**src/rtl/eth_tx_pkg.sv**
```systemverilog
// Shared definitions for the Ethernet frame transmit streamer.
package eth_tx_pkg;

    localparam int MAC_W   = 48;
    localparam int ETYPE_W = 16;

    typedef enum logic [1:0] {
        ST_IDLE   = 2'd0,
        ST_HDR    = 2'd1,
        ST_STREAM = 2'd2,
        ST_DONE   = 2'd3
    } tx_state_t;

endpackage

```
**src/rtl/tx_beat_counter.sv**
```systemverilog
// Payload beat index with terminal-beat compare against the latched length.
module tx_beat_counter
    import eth_tx_pkg::*;
#(
    parameter int LEN_W = 9
) (
    input  logic             clk,
    input  logic             rst,
    input  logic             clear,
    input  logic             advance,
    input  logic [LEN_W-1:0] len,
    output logic [LEN_W-1:0] idx,
    output logic             is_last
);

    // Beat index: cleared when a frame is accepted, stepped on every payload fire.
    always_ff @(posedge clk) begin
        if (rst) begin
            idx <= '0;
        end else if (clear) begin
            idx <= '0;
        end else if (advance) begin
            idx <= idx + LEN_W'(1);
        end
    end

    // The beat at index len-1 is the natural end of the frame.
    always_comb begin
        is_last = (idx == (len - LEN_W'(1)));
    end

endmodule

```
**src/rtl/eth_frame_tx_stream.sv**
```systemverilog
// Streams an Ethernet header followed by len payload beats read from a
// synchronous-read byte buffer, with an abort path that ends the frame early
// with tuser set.
//
// state  | meaning
// IDLE   | waiting for start; start_ready high
// HDR    | presenting latched header fields until s_eth_hdr_ready
// STREAM | presenting payload beats straight from mem_rdata
// DONE   | one-cycle done pulse, done_err qualifies it
module eth_frame_tx_stream
    import eth_tx_pkg::*;
#(
    parameter int DATA_W = 8,
    parameter int ADDR_W = 8,
    parameter int LEN_W  = ADDR_W + 1
) (
    input  logic               clk,
    input  logic               rst,

    input  logic               start,
    output logic               start_ready,
    input  logic [ADDR_W-1:0]  base,
    input  logic [LEN_W-1:0]   len,
    input  logic [MAC_W-1:0]   dest_mac,
    input  logic [MAC_W-1:0]   src_mac,
    input  logic [ETYPE_W-1:0] eth_type,
    input  logic               abort,

    output logic               s_eth_hdr_valid,
    input  logic               s_eth_hdr_ready,
    output logic [MAC_W-1:0]   s_eth_dest_mac,
    output logic [MAC_W-1:0]   s_eth_src_mac,
    output logic [ETYPE_W-1:0] s_eth_type,

    output logic [DATA_W-1:0]  s_eth_payload_axis_tdata,
    output logic               s_eth_payload_axis_tvalid,
    output logic               s_eth_payload_axis_tlast,
    output logic               s_eth_payload_axis_tuser,
    input  logic               s_eth_payload_axis_tready,

    output logic [ADDR_W-1:0]  mem_raddr,
    input  logic [DATA_W-1:0]  mem_rdata,

    output logic               done,
    output logic               done_err
);

    tx_state_t         state;
    logic [ADDR_W-1:0] base_q;
    logic [LEN_W-1:0]  len_q;
    logic              abort_sticky;
    logic              err_q;

    logic              accept;
    logic              in_hdr;
    logic              in_stream;
    logic              abort_hit;
    logic              fire;
    logic              last_beat;
    logic [LEN_W-1:0]  idx;
    logic              is_last;

    tx_beat_counter #(
        .LEN_W (LEN_W)
    ) u_beat_counter (
        .clk     (clk),
        .rst     (rst),
        .clear   (accept),
        .advance (fire),
        .len     (len_q),
        .idx     (idx),
        .is_last (is_last)
    );

    // Handshake decode; payload qualifiers come straight from state so they
    // stay stable across tready stalls.
    always_comb begin
        in_hdr      = (state == ST_HDR);
        in_stream   = (state == ST_STREAM);
        start_ready = (state == ST_IDLE);
        accept      = start & start_ready;
        abort_hit   = in_stream & (abort | abort_sticky);
        last_beat   = is_last | abort_hit;
        fire        = in_stream & s_eth_payload_axis_tready;
    end

    // Output mapping; the read address looks one beat ahead on a fire so the
    // buffer latency is hidden and a beat can leave every cycle.
    always_comb begin
        s_eth_hdr_valid           = in_hdr;
        s_eth_payload_axis_tvalid = in_stream;
        s_eth_payload_axis_tdata  = in_stream ? mem_rdata : '0;
        s_eth_payload_axis_tlast  = in_stream & last_beat;
        s_eth_payload_axis_tuser  = abort_hit;
        mem_raddr                 = base_q + ADDR_W'(idx) + ADDR_W'(fire);
        done                      = (state == ST_DONE);
        done_err                  = (state == ST_DONE) & err_q;
    end

    // Frame parameters and header fields captured when a non-empty frame starts.
    always_ff @(posedge clk) begin
        if (rst) begin
            base_q         <= '0;
            len_q          <= '0;
            s_eth_dest_mac <= '0;
            s_eth_src_mac  <= '0;
            s_eth_type     <= '0;
        end else if (accept && (len != '0)) begin
            base_q         <= base;
            len_q          <= len;
            s_eth_dest_mac <= dest_mac;
            s_eth_src_mac  <= src_mac;
            s_eth_type     <= eth_type;
        end
    end

    // Abort is remembered from HDR onward so the first beat can carry it, and
    // so a stalled beat keeps its tlast/tuser once abort has been seen.
    always_ff @(posedge clk) begin
        if (rst) begin
            abort_sticky <= 1'b0;
            err_q        <= 1'b0;
        end else if (accept) begin
            abort_sticky <= 1'b0;
            err_q        <= (len == '0);
        end else if (abort && (in_hdr || in_stream)) begin
            abort_sticky <= 1'b1;
            err_q        <= 1'b1;
        end
    end

    // Frame sequencing.
    always_ff @(posedge clk) begin
        if (rst) begin
            state <= ST_IDLE;
        end else begin
            case (state)
                ST_IDLE: begin
                    if (accept) begin
                        state <= (len == '0) ? ST_DONE : ST_HDR;
                    end
                end
                ST_HDR: begin
                    if (s_eth_hdr_ready) begin
                        state <= ST_STREAM;
                    end
                end
                ST_STREAM: begin
                    if (fire && last_beat) begin
                        state <= ST_DONE;
                    end
                end
                ST_DONE: begin
                    state <= ST_IDLE;
                end
                default: begin
                    state <= ST_IDLE;
                end
            endcase
        end
    end

endmodule

```
**config.mk**
```make
export PLATFORM = sky130hd
export DESIGN_NAME = eth_frame_tx_stream
export DESIGN_NICKNAME = d
export VERILOG_FILES = /design/src/rtl/eth_tx_pkg.sv /design/src/rtl/tx_beat_counter.sv /design/src/rtl/eth_frame_tx_stream.sv
export SDC_FILE = /design/constraint.sdc
export NUM_CORES = 1
export LEC_CHECK = 0
export ABC_AREA = 1
export BUFFER_PORTS_ARGS = -buffer_cell sky130_fd_sc_hd__buf_2
export CAP_MARGIN = 25
export CORE_MARGIN = 1.5
export CORE_UTILIZATION = 51
export CTS_BUF_LIST = sky130_fd_sc_hd__clkbuf_4
export CTS_CLUSTER_DIAMETER = 150
export DETAILED_ROUTE_END_ITERATION = 10
export GPL_TIMING_DRIVEN = 0
export PLACE_DENSITY_LB_ADDON = 0.08
export SKIP_LAST_GASP = 1
export SLEW_MARGIN = 0
export SYNTH_ARGS = -nofsm -noshare
export SYNTH_HDL_FRONTEND = slang
export SYNTH_SLANG_ARGS = --single-unit
```
**constraint.sdc**
```tcl
create_clock -name clk -period 3.8 [get_ports clk]
set_input_delay 0.19 -clock clk [delete_from_list [all_inputs] [get_ports clk]]
set_output_delay 0.19 -clock clk [all_outputs]
set_load 0.005 [all_outputs]
```
==> run metrics <==
global-route wire length before repair 32.3 mm; Nets between 1000 and 1500; adder-cell share of the synthesized area 0.0332; WS Path Type register to output port; Die X 109 microns; crit-path cells inv_1 > ha_1 > nand2_1 > fa_1 > inv_1 > fa_1 > a31oi_1 > o21bai_1 > a21oi_1 > xor2_1 > buf_2; cts hold-fix bufs between 100 and 150; Clk Latency, worst-skew pair 0.57 ns; Routed WL 21.2 mm; Peak Freq a little over 0.3 GHz; Port Buf Inserts roughly 280; total power draw 5.33 mW; CTS Buf Count 17; CP Capture Type output port; R2R Setup Slk 1.27 ns; clk buf depth 2; die height between 100 and 150 microns; root buffer cell clkbuf_4; DRC 0; Yosys Warn Count 0; fin crit share 0.849; Clock transition at path regs 0.12 ns; post-route ant nets 0; crit path max fanout 7; Data required, critical path 3.61 ns; Area Growth Syn to Fin 55.5%; post-synthesis mux area share 0; dpl hpwl 12.5 mm; routed vias around 7000; Post-Syn Area 5730 sq um; GP Congestion approximately 0.82; Slew @ Worst Pin roughly 0.7 ns; final slew viol count 0; # Post-CTS Setup Buffers 0; RSZ-0062 raised after global routing false; final instance area 8910 sq um; first-pass iteration count of the detailed router 6; FP Rows 38; clock skew 0.0128 ns; FILL cells 691; Core Footprint 10900 sq um; Leak Pwr roughly 4.4 nW; # clock sinks 142; pwr/cell area 598 nW/um^2; post-layout min period 3.22 ns; layout cells sized above 1 0.273; hold crit path type primary input to register; FF+latch count, synth 142; crit path buf inv count 3; WL/cell between 15 and 20 microns; max_cap viols 0; setup TNS 0 ns; DRT iter0 DRCs 580; worst vdd rail ir drop 363 uV; initial antenna violation count 0; gr ovfl total 0; Post-Synth Simple-Gate Area 0.243; status complete, no violations; final setup fails 0; CP max stage delay 0.41 ns; cell family with most CP delay adder cells; top-level I/O count around 280; Worst slew margin 0.540; synth unique cells 30; Starting Density 0.526; CP startpoint kind register; arrival time of the worst setup path 3.03 ns; sequential area share after synthesis 0.496; DIE AREA 11900 sq um; vias per cell between 5 and 6; post_cts resized 0; syn avg cell area about 7.4 sq um; Placed Area 7290 sq um; worst hold margin 0.0381 ns; Syn Inst Count 775; CTS tree yes; syn nets roughly 930; largest net degree at the start of global routing 17; complex-gate fraction of the synthesized area 0.146; Tot GR Track Use 0.357; Critical-path top delay cell dfxtp_1; final-report hold violation count 0; Synth Area in XOR/XNOR 0.0214; largest family of logic cells by synthesized area simple AND/OR/NAND/NOR gates; H-tree levels 4; vias in the first global route 6999
==> cell usage in the layout (no fill, tap or decap), types with 2 or more instances in the layout <==
master	netlist	routed
ha_1	12	12
nor3_1	4	4
clkinvlp_4	0	5
nor3b_1	2	2
xor2_1	8	8
xnor2_1	6	6
buf_2	13	290
nor2_1	266	266
clkinv_1	0	2
buf_1	2	2
o21ai_0	139	139
nor2_2	3	3
fa_1	2	2
bufinv_16	0	2
nand2_2	4	4
clkbuf_1	27	27
nand3_1	9	9
clkbuf_4	0	21
dlygate4sd3_1	0	134
a21oi_1	19	19
inv_1	43	43
nand2_1	62	62
dfxtp_1	142	142
==> synthesized netlist by cell type (all sizes together) <==
master,number,area [sq um]
nor2,270,1030
dfxtp,142,2840
o21ai,140,704
nand2,66,258
inv,44,165
clkbuf,27,101
a21oi,19,95.1
buf,16,83.8
ha,12,150
nand3,9,45.0
xor2,8,70.1
xnor2,6,52.6
nor3,5,30.0
fa,2,40.0
nor3b,2,15.0
a211oi,1,7.51
a21boi,1,7.51
a21o,1,7.51
a31oi,1,6.26
nand3b,1,7.51
nor4,1,6.26
o21bai,1,7.51
==> per-layer routing <==
layer / track usage / part of all wire / vias to the layer above
met3: 0.115 / 0.081 / 131
met1: 0.350 / 0.36 / 3156
li1: - / - / 3321
met5: 0 / 0 / -
met2: 0.639 / 0.51 / 391
met4: 0.237 / 0.055 / 0
==> stage by stage <==
step | setup WS (ns) | utilization | cells
after floorplan | 1.56 | - | 775
after global placement | 1.24 | 0.670 | 1192
after detailed placement | 1.23 | 0.670 | 1192
after CTS | 0.606 | 0.818 | 1358
after global routing | 0.269 | 0.818 | 1358
final | 0.575 | 0.819 | 1359
==> registers in the layout, summed over array words and instances, names as in the netlist <==
signal / flops
len_q: 9
s_eth_src_mac: 48
state: 2
abort_sticky: 1
s_eth_dest_mac: 48
err_q: 1
u_beat_counter.idx: 9
base_q: 8
s_eth_type: 16
==> worst paths after layout <==
check,startpoint,end,depth (start not counted)
setup / recovery,state[0],mem_raddr[6],11
hold / removal,s_eth_payload_axis_tready,state[1],6
setup reg to reg,len_q[0],state[0],17
hold reg to reg,s_eth_src_mac[39],s_eth_src_mac[39],2
==> worst min-delay path, stage by stage <==
cell	delay (ns)
buf_2	0.09
nand2_1	0.05
nand2_1	0.06
nand2_2	0.06
nor2_1	0.09
nor2_1	0.05
==> power breakdown <==
group	leakage (nW)	switching, mW	internal, mW
clock	0.137	0.561	0.413
combinational	3.14	1.31	0.905
sequential	1.17	0.242	1.90
total	4.45	2.11	3.22
==> layout make-up <==
type,instances,area (sq um),area share
inverters,44,165,0.0185
flip-flops and latches,142,2840,0.319
multi-input cells,546,2540,0.285
clock inverters,11,119,0.0133
plain buffers,43,185,0.0208
well taps,140,175,0.0197
repair buffers,411,2730,0.306
clock buffers,21,158,0.0177
diodes,1,2.50,0.000281
==> kinds of logic after synthesis <==
logic type      Yosys count
compound gates          164
xor+xnor                 14
fa+ha+maj                14
buf+inv                  87
flops                   142
simple gates            354
Note: power is estimated with default switching activity, not from simulation.
